`config.mk`:
```
export PLATFORM = sky130hd
export DESIGN_NAME = vga_sync_monitor
export DESIGN_NICKNAME = d
export VERILOG_FILES = /design/src/rtl/vga_sync_monitor.sv
export SDC_FILE = /design/constraint.sdc
export NUM_CORES = 1
export LEC_CHECK = 0
export BUFFER_PORTS_ARGS = -buffer_cell sky130_fd_sc_hd__buf_2
export CELL_PAD_IN_SITES_DETAIL_PLACEMENT = 0
export CELL_PAD_IN_SITES_GLOBAL_PLACEMENT = 1
export CORE_ASPECT_RATIO = 1.2
export CORE_MARGIN = 2
export CORE_UTILIZATION = 38
export DETAILED_ROUTE_END_ITERATION = 12
export GPL_ROUTABILITY_DRIVEN = 0
export HOLD_SLACK_MARGIN = 0.12
export PLACE_DENSITY_LB_ADDON = 0.1
export SYNTH_ARGS = -nofsm -noshare
export SYNTH_HDL_FRONTEND = slang
export SYNTH_SLANG_ARGS = --single-unit
```
`constraint.sdc`:
```
create_clock -name clk -period 5.2 [get_ports clk]
set_input_delay 0.52 -clock clk [delete_from_list [all_inputs] [get_ports clk]]
set_output_delay 0.52 -clock clk [all_outputs]
set_load 0.02 [all_outputs]
```
`src/rtl/vga_sync_monitor.sv`:
```
// Receive-side VGA timing monitor: recovers pixel coordinates from hsync/vsync,
// locks after two clean frames, flags bad line/frame lengths and checksums each frame.
module vga_sync_monitor #(
    parameter int H_ACTIVE = 640,
    parameter int H_FRONT  = 16,
    parameter int H_SYNC   = 96,
    parameter int H_BACK   = 48,
    parameter int V_ACTIVE = 480,
    parameter int V_FRONT  = 10,
    parameter int V_SYNC   = 2,
    parameter int V_BACK   = 33
) (
    input  logic        clk,
    input  logic        rst,
    input  logic        hsync,
    input  logic        vsync,
    input  logic [11:0] rgb,
    output logic        locked,
    output logic        pix_valid,
    output logic [9:0]  pix_x,
    output logic [9:0]  pix_y,
    output logic [11:0] pix_rgb,
    output logic        frame_done,
    output logic [23:0] frame_sum,
    output logic        err_hlen,
    output logic        err_vlen
);

    localparam int H_TOTAL = H_ACTIVE + H_FRONT + H_SYNC + H_BACK;
    localparam int V_TOTAL = V_ACTIVE + V_FRONT + V_SYNC + V_BACK;

    localparam logic [11:0] H_TOTAL_C = 12'(H_TOTAL);
    localparam logic [10:0] V_TOTAL_C = 11'(V_TOTAL);
    localparam logic [10:0] H_FIRST   = 11'(H_SYNC + H_BACK);
    localparam logic [10:0] H_LAST    = 11'(H_SYNC + H_BACK + H_ACTIVE - 1);
    localparam logic [9:0]  V_FIRST   = 10'(V_SYNC + V_BACK);
    localparam logic [9:0]  V_LAST    = 10'(V_SYNC + V_BACK + V_ACTIVE - 1);
    localparam logic [10:0] HPOS_MAX  = 11'h7FF;

    typedef enum logic [1:0] {SEEK, CHECK, LOCKED} state_t;

    function automatic logic [10:0] hpos_sat_inc(input logic [10:0] v);
        return (v == HPOS_MAX) ? v : v + 11'd1;
    endfunction

    state_t      state, state_nxt;
    logic        hs_p0, hs_p1, vs_p0, vs_p1;
    logic [11:0] rgb_p0;
    logic [10:0] hpos, hpos_nxt;
    logic [9:0]  vpos, vpos_nxt;
    logic        vpend;
    logic [1:0]  good_frames, good_nxt;
    logic [23:0] acc, acc_sum;
    logic        hfall, vfall, active_nxt;
    logic        line_bad, frame_bad, hmiss;
    logic        set_hlen, set_vlen, report;

    assign hfall = hs_p1 & ~hs_p0;
    assign vfall = vs_p1 & ~vs_p0;

    // hpos/vpos registers name the sample that has just left rgb_p0, so the
    // *_nxt values describe the sample currently sitting in rgb_p0.
    assign hpos_nxt = hfall ? 11'd0 : hpos_sat_inc(hpos);
    assign vpos_nxt = hfall ? ((vfall | vpend) ? 10'd0 : vpos + 10'd1) : vpos;

    assign active_nxt = (hpos_nxt >= H_FIRST) && (hpos_nxt <= H_LAST) &&
                        (vpos_nxt >= V_FIRST) && (vpos_nxt <= V_LAST);

    assign line_bad  = hfall && (({1'b0, hpos} + 12'd1) != H_TOTAL_C);
    assign frame_bad = vfall && (({1'b0, vpos} + 11'd1) != V_TOTAL_C);
    assign hmiss     = (hpos == HPOS_MAX) && !hfall;

    assign acc_sum = acc + (active_nxt ? {12'd0, rgb_p0} : 24'd0);

    assign locked = (state == LOCKED);

    always_comb begin
        state_nxt = state;
        good_nxt  = good_frames;
        set_hlen  = 1'b0;
        set_vlen  = 1'b0;
        report    = 1'b0;
        case (state)
            SEEK: begin
                if (vfall) begin
                    state_nxt = CHECK;
                    good_nxt  = 2'd0;
                end
            end
            CHECK: begin
                if (line_bad || frame_bad) begin
                    set_hlen  = line_bad;
                    set_vlen  = frame_bad;
                    state_nxt = SEEK;
                end else if (vfall) begin
                    good_nxt = good_frames + 2'd1;
                    if (good_frames == 2'd1) state_nxt = LOCKED;
                end
            end
            LOCKED: begin
                if (line_bad || frame_bad || hmiss) begin
                    set_hlen  = line_bad | hmiss;
                    set_vlen  = frame_bad;
                    state_nxt = SEEK;
                end else if (vfall) begin
                    report = 1'b1;
                end
            end
            default: state_nxt = SEEK;
        endcase
    end

    // Stage p0: raw pixel capture (data only, no reset needed)
    always_ff @(posedge clk) begin
        rgb_p0 <= rgb;
    end

    always_ff @(posedge clk or posedge rst) begin
        if (rst) begin
            hs_p0       <= 1'b1;
            hs_p1       <= 1'b1;
            vs_p0       <= 1'b1;
            vs_p1       <= 1'b1;
            hpos        <= '0;
            vpos        <= '0;
            vpend       <= 1'b0;
            state       <= SEEK;
            good_frames <= '0;
            err_hlen    <= 1'b0;
            err_vlen    <= 1'b0;
            acc         <= '0;
            frame_sum   <= '0;
            frame_done  <= 1'b0;
            pix_valid   <= 1'b0;
            pix_x       <= '0;
            pix_y       <= '0;
            pix_rgb     <= '0;
        end else begin
            // Stage p0/p1: sync capture and edge history
            hs_p0 <= hsync;
            hs_p1 <= hs_p0;
            vs_p0 <= vsync;
            vs_p1 <= vs_p0;

            hpos <= hpos_nxt;
            vpos <= vpos_nxt;
            if (hfall)      vpend <= 1'b0;
            else if (vfall) vpend <= 1'b1;

            state       <= state_nxt;
            good_frames <= good_nxt;
            if (set_hlen) err_hlen <= 1'b1;
            if (set_vlen) err_vlen <= 1'b1;

            acc        <= vfall ? 24'd0 : acc_sum;
            frame_done <= report;
            if (report) frame_sum <= acc_sum;

            // Stage p1: pixel output
            pix_valid <= (state == LOCKED) && active_nxt;
            if ((state == LOCKED) && active_nxt) begin
                pix_x   <= 10'(hpos_nxt - H_FIRST);
                pix_y   <= vpos_nxt - V_FIRST;
                pix_rgb <= rgb_p0;
            end
        end
    end

endmodule

```
==> results of run 1 <==
==> cell families after synthesis <==
| logic type | after synthesis |
|---|---|
| simple gates | 171 |
| flops | 126 |
| compound gates | 111 |
| buf+inv | 55 |
| mux | 51 |
| xor+xnor | 43 |
| fa+ha+maj | 25 |
==> state kept, by name (all words and copies together), names as in the netlist, 2 cells and up <==
register and cells:
acc 24, pix_rgb 12, state 2, good_frames 2, rgb_p0 12, hpos 11
frame_sum 24, pix_x 10, pix_y 10, vpos 10
==> where the power goes <==
group / switching, mW / internal, mW
Clock: 0.426 / 0.886
Combinational: 0.194 / 0.135
Sequential: 0.0527 / 1.04
==> area by class of cell <==
class | instances | area (um^2) | share of cell area (%)
flip-flops and latches | 126 | 3100 | 39.4
multi-input cells | 401 | 3120 | 39.8
well taps | 212 | 265 | 3.38
clock inverters | 11 | 188 | 2.39
inverters | 32 | 128 | 1.62
clock buffers | 21 | 470 | 5.99
repair buffers | 103 | 583 | 7.42
==> metal layers <==
| metal | vias to the layer above | part of all wire (%) | track usage, % |
|---|---|---|---|
| met3 | 16 | 4.5 | 4.65 |
| met5 | - | 0 | 0 |
| met1 | 2271 | 44 | 22.0 |
| met4 | 0 | 1.3 | 5.57 |
| li1 | 2251 | - | - |
| met2 | 103 | 51 | 29.5 |
==> through the flow <==
step	power [mW]	area (um^2)
6_report	2.73	7860
5_1_grt	2.85	7860
4_1_cts	2.75	7710
3_5_place_dp	1.42	7060
3_3_place_gp	1.42	7060
2_1_floorplan	1.31	6390
==> final timing paths <==
| kind | slack [ns] | end | cells past startpoint | startpoint |
|---|---|---|---|---|
| setup / recovery | 0.35 | frame_sum[20] | 26 | hpos[0] |
| hold / removal | 0.20 | rgb_p0[11] | 1 | rgb[11] |
| setup reg to reg | 0.35 | frame_sum[20] | 26 | hpos[0] |
| hold reg to reg | 0.37 | hs_p1 | 0 | hs_p0 |
| max in group asynchronous | 3.78 | hpos[0] | 3 | rst |
| min in group asynchronous | 0.32 | frame_sum[16] | 2 | rst |
==> placed cells by master, fill, tap and decap left out, drive strengths merged, types with 4 or more instances in the layout <==
cell	netlist	final
dfrtp	110	110
buf	13	103
nor2	50	50
mux2	39	39
inv	32	32
a21oi	30	30
nand2	29	29
and2	24	24
ha	24	24
xor2	23	23
clkbuf	10	21
xnor2	20	20
o21ai	15	15
nand4	12	12
dfxtp	12	12
mux2i	12	12
nand3	12	12
and3	11	11
a21o	9	9
nor3	8	8
o211ai	7	7
o31ai	7	7
a31oi	5	5
nand2b	5	5
bufinv	0	5
a211oi	5	5
dfstp	4	4
a2111oi	4	4
==> timing repair <==
item,4_1_cts,5_1_grt
endpoints found under the hold margin,0,0
gates resized for setup,0,22
setup buffers,0,6
endpoints found under the setup margin,0,29
==> impl_metrics.py, run 1 <==
metrics = {
    "worst_setup_path": {
        "start_kind": "flop",
        "slowest_delay_ns": 0.45,
        "path_max_fanout": 9,
        "cpMostUsedCell": "buf_4",
        "cp_num_buf_inv": 5,
        "critPathTopFamily": "compound AO/OA/AOI/OAI gates",
        "crit_slowest_cell": "dfrtp_2",
        "required_ns": 5.48,
        "crit_type": "flop to flop",
        "end_kind": "flop",
        "cp.arrival_ns": 5.13,
    },
    "clocking": {
        "cts_tree": "done",
        "cts_hold_buf": 0,
        "insertion_delay_ns": 0.42,
        "cts_buffer_depth": 2,
        "clock-root-buffer": "clkbuf_16",
        "numCtsBuffers": 17,
        "h-tree-depth": 4,
        "clk_pin_slew_ns": 0.06,
        "clock-sinks": 126,
    },
    "routing": {
        "drc": 0,
        "wl_mm": 14.9,
        "vias": 4641,
        "avgRoutedWirePerCell_um": 16.4,
        "ant_nets": 0,
        "drtIter0Drc": 316,
        "drtPass1Iterations": 4,
        "post_drt_via_cell_ratio": 5.12,
    },
    "timing": {
        "maxSlewHeadroom_pct": 35.5,
        "finalSetupViolations": 0,
        "hold_ws_ns": 0.202,
        "hold_viol": 0,
        "fmax_mhz": 206,
        "maxSlewViolCount": 0,
        "period_minus_slack_ns": 4.85,
        "fin_ws_ns": 0.351,
        "fin_tns_setup_ns": 0,
        "period_share_pct": 93.2,
        "worstMarginPinSlew_ns": 0.967,
        "skew_ns": 0.00887,
    },
    "synth": {
        "ys_seq_area_share_pct": 48.5,
        "yosys.area.top_type": "dfrtp_1",
        "synthAdderAreaFrac_pct": 5.02,
        "synth-simple-area-share_pct": 14.5,
        "synth_edf_count": 0,
        "synthMuxAreaShare_pct": 9.70,
        "ys_ff_latch": 126,
        "synth_flop_cell": "dfrtp_1",
        "yosysTopAreaCellShare_pct": 43.1,
        "synth_top_family_by_area": "simple AND/OR/NAND/NOR gates",
        "syn-instance-count": 582,
        "syn_nets": 623,
        "netlist_area_um2": 6390,
        "ys_top_cells_by_area": "dfrtp_1 (43%), ha_1 (4.7%), dfxtp_1 (3.8%)",
        "syn_area_per_cell_um2": 11.0,
        "async_reset_ff_share_pct": 90.5,
        "synth_compound_area_share_pct": 12.3,
        "synth_cell_types": 73,
        "yosysMostFrequentCell": "dfrtp_1",
        "synth_warnings": 0,
        "synth_xor_area_share_pct": 5.90,
        "synth_commonest_cells": "dfrtp_1 (110), nor2_1 (50), inv_1 (31), a21oi_1 (30), nand2_1 (27)",
    },
    "die": {
        "die_w_um": 122,
        "die_area_um2": 17900,
        "pin_count": 77,
        "std_cell_rows": 51,
        "coreArea_um2": 16300,
        "die_h_um": 146,
        "start_util_pct": 39.1,
    },
    "flow_run": {
        "maxCapViolCount": 0,
    },
    "outcome": {
        "status": "finished clean",
    },
    "global_routing": {
        "grt_max_degree": 78,
        "track_usage_pct": 17.6,
        "antenna_found_initial": 0,
        "grt_pass1_wl_mm": 24.6,
        "grt_overflow": 0,
        "grt_pass1_vias": 4742,
    },
    "cells_and_area": {
        "utilization_pct": 48.1,
        "final-instance-count-excl-fill": 906,
        "drive_above_1_share_pct": 30.4,
        "nets": 722,
        "area_growth_pct": 23.0,
        "fillers": 1566,
        "diodes": 0,
    },
    "power": {
        "leakage_nw": 3.92,
        "ir_drop_v": 0.000219,
        "p_per_area_nw_per_um2": 347,
    },
    "placement": {
        "dpl_worst_slack_ns": 0.0466,
        "dpl.hpwl_mm": 10.5,
        "numPortBuffers": 76,
        "placed_cells": 868,
    },
    "worst_hold_path": {
        "hold_path_class": "input pin to flop",
    },
}
Note: power is estimated with default switching activity, not from simulation.
==> run 2, diff against run 1 <==
BUFFER_PORTS_ARGS = unset   (was -buffer_cell sky130_fd_sc_hd__buf_2)
DONT_BUFFER_PORTS = 1   (was unset)
==> run 2 against run 1 <==
  * Sequential share of layout area rose by 1.6 points
  * Power shrank 3.3%
  * Critical endpoint unchanged
  * First-iteration DRC count decreased by 4.4%
  * Fmax decreased by 1.3%
  * Global-route usage shrank 0.17 points
  * Utilization shrank 1.8 points
  * Cell count decreased by 6.8%
  * Largest cell class is now sequential cells
==> impl_metrics.py, run 2 (synthesis gave the netlist of run 1 again) <==
metrics = {
    "clocking": {
        "numCtsBuffers": 17,
        "insertion_delay_ns": 0.41,
        "clk_pin_slew_ns": 0.06,
        "clock-root-buffer": "clkbuf_16",
        "cts_buffer_depth": 2,
        "h-tree-depth": 4,
        "clock-sinks": 126,
        "cts_tree": "done",
    },
    "global_routing": {
        "grt_max_degree": 72,
        "grt_pass1_wl_mm": 24.4,
        "grt_overflow": 0,
        "track_usage_pct": 17.4,
        "antenna_found_initial": 0,
        "grt_pass1_vias": 4582,
    },
    "routing": {
        "drtPass1Iterations": 4,
        "wl_mm": 14.7,
        "routed.top_layer": "met4",
        "post_drt_via_cell_ratio": 5.25,
        "drtIter0Drc": 302,
        "drc": 0,
        "vias": 4431,
        "avgRoutedWirePerCell_um": 17.4,
        "m1WireLength_mm": 6.43,
        "met3_length_um": 684,
        "wl_met2_mm": 7.47,
        "ant_nets": 0,
    },
    "cells_and_area": {
        "nets": 660,
        "top_regs": "acc (24), frame_sum (24)",
        "utilization_pct": 46.3,
        "area_growth_pct": 18.4,
        "final_common_cell": "dfrtp_1",
        "diodes": 0,
        "drive_above_1_share_pct": 20.4,
        "mostFrequentLayoutCells": "dfrtp_1 (108), nor2_1 (50), inv_1 (30), a21oi_1 (29), nand2_1 (27)",
    },
    "power": {
        "leakage_nw": 3.55,
        "seq_power_share_pct": 42.3,
        "pwr-share-comb_pct": 10.5,
        "power_mw": 2.64,
        "p_per_area_nw_per_um2": 349,
        "ir_drop_v": 0.000201,
        "netSwitchingFraction_pct": 25.3,
        "p_sw_mw": 0.668,
        "power_frac_clock_pct": 47.2,
        "p_int_mw": 1.97,
    },
    "worst_hold_path": {
        "hold_path_class": "input pin to async pin",
    },
    "flow_run": {
        "maxCapViolCount": 0,
    },
    "worst_setup_path": {
        "cp_num_buf_inv": 5,
        "cpMostUsedCell": "buf_4",
        "crit_slowest_cell": "dfrtp_1",
        "rrSetupSlack_ns": 0.29,
        "critPathTopFamily": "compound AO/OA/AOI/OAI gates",
        "cp.arrival_ns": 5.18,
        "startpoint": "hpos[1]",
        "rr_startpoint": "hpos[1]",
        "path_max_fanout": 9,
        "crit_type": "flop to flop",
        "required_ns": 5.47,
        "end_kind": "flop",
        "slowest_delay_ns": 0.43,
        "start_kind": "flop",
    },
    "outcome": {
        "status": "finished clean",
    },
    "timing": {
        "period_share_pct": 94.4,
        "period_minus_slack_ns": 4.91,
        "finalSetupViolations": 0,
        "maxSlewHeadroom_pct": 38.4,
        "fin_tns_setup_ns": 0,
        "maxSlewViolCount": 0,
        "fmax_mhz": 204,
        "skew_ns": 0.0100,
        "hold_viol": 0,
        "worstMarginPinSlew_ns": 0.923,
    },
    "die": {
        "coreArea_um2": 16300,
        "die_area_um2": 17900,
        "die_h_um": 146,
        "start_util_pct": 39.1,
        "pin_count": 77,
        "std_cell_rows": 51,
        "die_w_um": 122,
    },
    "placement": {
        "numPortBuffers": 0,
        "dpl.hpwl_mm": 10.3,
    },
}
==> run 2: cell types whose count changed in the layout (fill, tap and decap cells not counted), moves of 2 or more <==
cell and change:
a21oi_2 -2, a21oi_1 +2, nand2_2 -2, clkbuf_8 +2, nor2b_2 +2, nand2_1 +2
bufinv_16 -2, buf_2 -76, dlygate4sd3_1 +14
==> run 2: timing repair <==
| item | 4_1_cts | 5_1_grt |
|---|---|---|
| endpoints found under the hold margin | 14 | 0 |
| setup buffers | 0 | 3 |
| gates resized for setup | 0 | 13 |
| hold buffers | 14 | 0 |
| setup endpoints to repair | 0 | 30 |
==> run 2: area by class of cell <==
cell class | instances | area (um^2)
Timing Repair Buffer | 41 | 355
Inverter | 32 | 128
Multi-Input combinational cell | 401 | 3080
Tap cell | 212 | 265
Clock inverter | 9 | 131
Fill cell | 1568 | 8780
Sequential cell | 126 | 3100
Clock buffer | 23 | 498
==> run 2: worst paths after layout <==
check,end,depth (start not counted)
min in group clk,vs_p1,0
worst max-delay path,frame_sum[20],26
max in group asynchronous,frame_sum[10],2
worst max register to register,frame_sum[20],26
worst min-delay path,frame_sum[19],1
worst min register to register,vs_p1,0
==> run 2: metal layers <==
metal	vias up	GRT usage, %
met2	87	28.9
met3	14	4.73
li1	2139	-
met1	2191	22.1
met4	0	5.17
met5	-	0
==> run 2: stage by stage <==
stage	setup WS (ns)	hold slack, ns	cells	instance area, um^2
CTS	0.105	0.230	841	7480
detailed placement	0.116	0.367	795	6710
floorplan	0.0770	0.358	582	6390
global route	-0.0760	0.271	844	7560
global placement	0.178	0.364	795	6710
finish	0.290	0.173	844	7560
==> run 2: power groups by stage <==
stage	Sequential (mW)	Combinational (mW)	Clock, mW
floorplan	1.11	0.196	0
finish	1.12	0.276	1.25
global route	1.12	0.311	1.33
global placement	1.13	0.263	0
detailed placement	1.13	0.268	0
CTS	1.12	0.278	1.28
==> run 3, diff against run 2 <==
PLACE_DENSITY = 0.71   (was unset)
PLACE_DENSITY_LB_ADDON = unset   (was 0.1)
==> run 3 against run 2 <==
  * Clock skew is 0.0012 ns higher
  * Sequential power about the same
  * Via count up 1.5%
  * Final area shrank 0.33%
  * Register-to-register slack improved by 0.02 ns
  * Sequential share of layout area up 0.14 points
  * Die area did not move
  * Critical path depth shrank 5
  * Global-route usage shrank 0.49 points
  * Utilization is 0.15 points lower
  * Fmax grew 0.36%
  * Largest cell class is now multi-input gates
==> impl_metrics.py, run 3 (synthesis gave the netlist of run 1 again) <==
metrics = {
    "outcome": {
        "status": "finished clean",
    },
    "cells_and_area": {
        "area_growth_pct": 18.0,
        "mostFrequentLayoutCells": "dfrtp_1 (108), nor2_1 (47), inv_1 (30), a21oi_1 (28)",
        "top_regs": "acc (24), frame_sum (24)",
        "utilization_pct": 46.1,
        "drive_above_1_share_pct": 20.6,
        "nets": 660,
        "final_common_cell": "dfrtp_1",
        "diodes": 0,
    },
    "worst_setup_path": {
        "cp.arrival_ns": 5.18,
        "crit_type": "flop to flop",
        "path_max_fanout": 6,
        "crit_slowest_cell": "or4b_1",
        "required_ns": 5.48,
        "cpMostUsedCell": "buf_4",
        "start_kind": "flop",
        "slowest_delay_ns": 0.51,
        "end_kind": "flop",
        "path_cells": "and3_2 > or4b_1 > o21ai_1 > nor2_2 > a2111oi_4 > o2bb2ai_1 > a221oi_1 > buf_4 > and2_1 > ha_1 > fa_1 > a21o_1 > a21oi_1 > o21bai_1 > a2111oi_1 > buf_4 > o41ai_2 > buf_4 > nand3_1 > xor2_1 > a21oi_1",
    },
    "die": {
        "pin_count": 77,
        "die_area_um2": 17900,
        "start_util_pct": 39.1,
        "die_w_um": 122,
        "die_h_um": 146,
        "std_cell_rows": 51,
        "coreArea_um2": 16300,
    },
    "global_routing": {
        "grt_pass1_wl_mm": 23.8,
        "grt_pass1_vias": 4718,
        "grt_overflow": 0,
        "gr-max-usage-layer": "met2",
        "grtUsageMet3_pct": 5.59,
        "track_usage_pct": 16.9,
        "grt_max_degree": 59,
        "antenna_found_initial": 0,
        "met2_usage_pct": 29.1,
        "gr-usage-met1_pct": 19.3,
    },
    "worst_hold_path": {
        "hold_path_class": "flop to flop",
    },
    "routing": {
        "drc": 0,
        "post_drt_via_cell_ratio": 5.33,
        "drtIter0Drc": 188,
        "wl_mm": 14.4,
        "avgRoutedWirePerCell_um": 17.1,
        "drtPass1Iterations": 7,
        "ant_nets": 0,
        "vias": 4496,
    },
    "timing": {
        "fin_ws_ns": 0.307,
        "fin_tns_setup_ns": 0,
        "fmax_mhz": 204,
        "maxSlewHeadroom_pct": 50.5,
        "period_share_pct": 94.1,
        "hold_viol": 0,
        "finalSetupViolations": 0,
        "period_minus_slack_ns": 4.89,
        "worstMarginPinSlew_ns": 0.743,
        "rsz0062_at_grt": "no",
        "skew_ns": 0.0112,
        "maxSlewViolCount": 0,
    },
    "power": {
        "leakage_nw": 3.55,
        "p_per_area_nw_per_um2": 341,
        "ir_drop_v": 0.000246,
    },
    "clocking": {
        "clk_pin_slew_ns": 0.06,
        "cts_tree": "done",
        "clock-root-buffer": "clkbuf_16",
        "cts_buffer_depth": 2,
        "h-tree-depth": 4,
        "numCtsBuffers": 17,
        "insertion_delay_ns": 0.42,
        "clock-sinks": 126,
    },
    "placement": {
        "dpl_worst_slack_ns": 0.0443,
        "dpl.hpwl_mm": 10.3,
        "numPortBuffers": 0,
    },
    "flow_run": {
        "maxCapViolCount": 0,
    },
}
run 3: path summary, 6_finish.rpt:
kind                         start            end  slack (ns)  cells past startpoint
max in group asynchronous      rst        hpos[3]        3.23                      3
setup / recovery           hpos[9]  frame_sum[14]        0.31                     21
setup reg to reg           hpos[9]  frame_sum[14]        0.31                     21
hold / removal               hs_p0          hs_p1        0.37                      0
hold reg to reg              hs_p0          hs_p1        0.37                      0
min in group asynchronous      rst       pix_y[2]        0.69                      2
run 3: repair_timing:
item,4_1_cts,5_1_grt
endpoints found under the setup margin,0,24
hold endpoints to repair,63,0
resized for setup,0,22
hold buffers,15,0
setup buffers,0,4
run 3: layout make-up:
type | count | area, um^2
inverter | 32 | 128
multi-input combinational | 401 | 3110
clock inverter | 12 | 148
sequential | 126 | 3100
clock buffer | 20 | 437
fill | 1548 | 8800
timing repair buffer | 41 | 345
tap | 212 | 265
run 3: worst max-delay path, delay by kind of cell (launching register included):
family	cells	cell delay, ns
flip-flops	1	0.43
AO/OA/AOI/OAI	10	1.80
buffers and inverters	3	0.52
AND/OR/NAND/NOR	5	1.17
XOR/XNOR	1	0.20
adder cells (fa/ha/maj)	2	0.61
run 3: metal layers:
metal | up-vias | share of wire, %
li1 | 2138 | -
met1 | 2234 | 41
met2 | 101 | 51
met3 | 23 | 6.1
met4 | 0 | 2.0
met5 | - | 0
run 3: power breakdown:
part / leakage (nW) / switching, mW / internal, mW
sequential: 1.65 / 0.0778 / 1.04
combinational: 1.62 / 0.163 / 0.119
clock: 0.284 / 0.428 / 0.749
total: 3.55 / 0.669 / 1.90
run 3: metrics by stage:
stage	cells	hold WS [ns]	instance area, um^2	power, mW
after floorplan	582	0.358	6390	1.31
after global placement	793	0.363	6680	1.38
after detailed placement	793	0.367	6680	1.39
after CTS	840	0.372	7420	2.59
after global routing	844	0.375	7530	2.69
final	844	0.370	7530	2.57
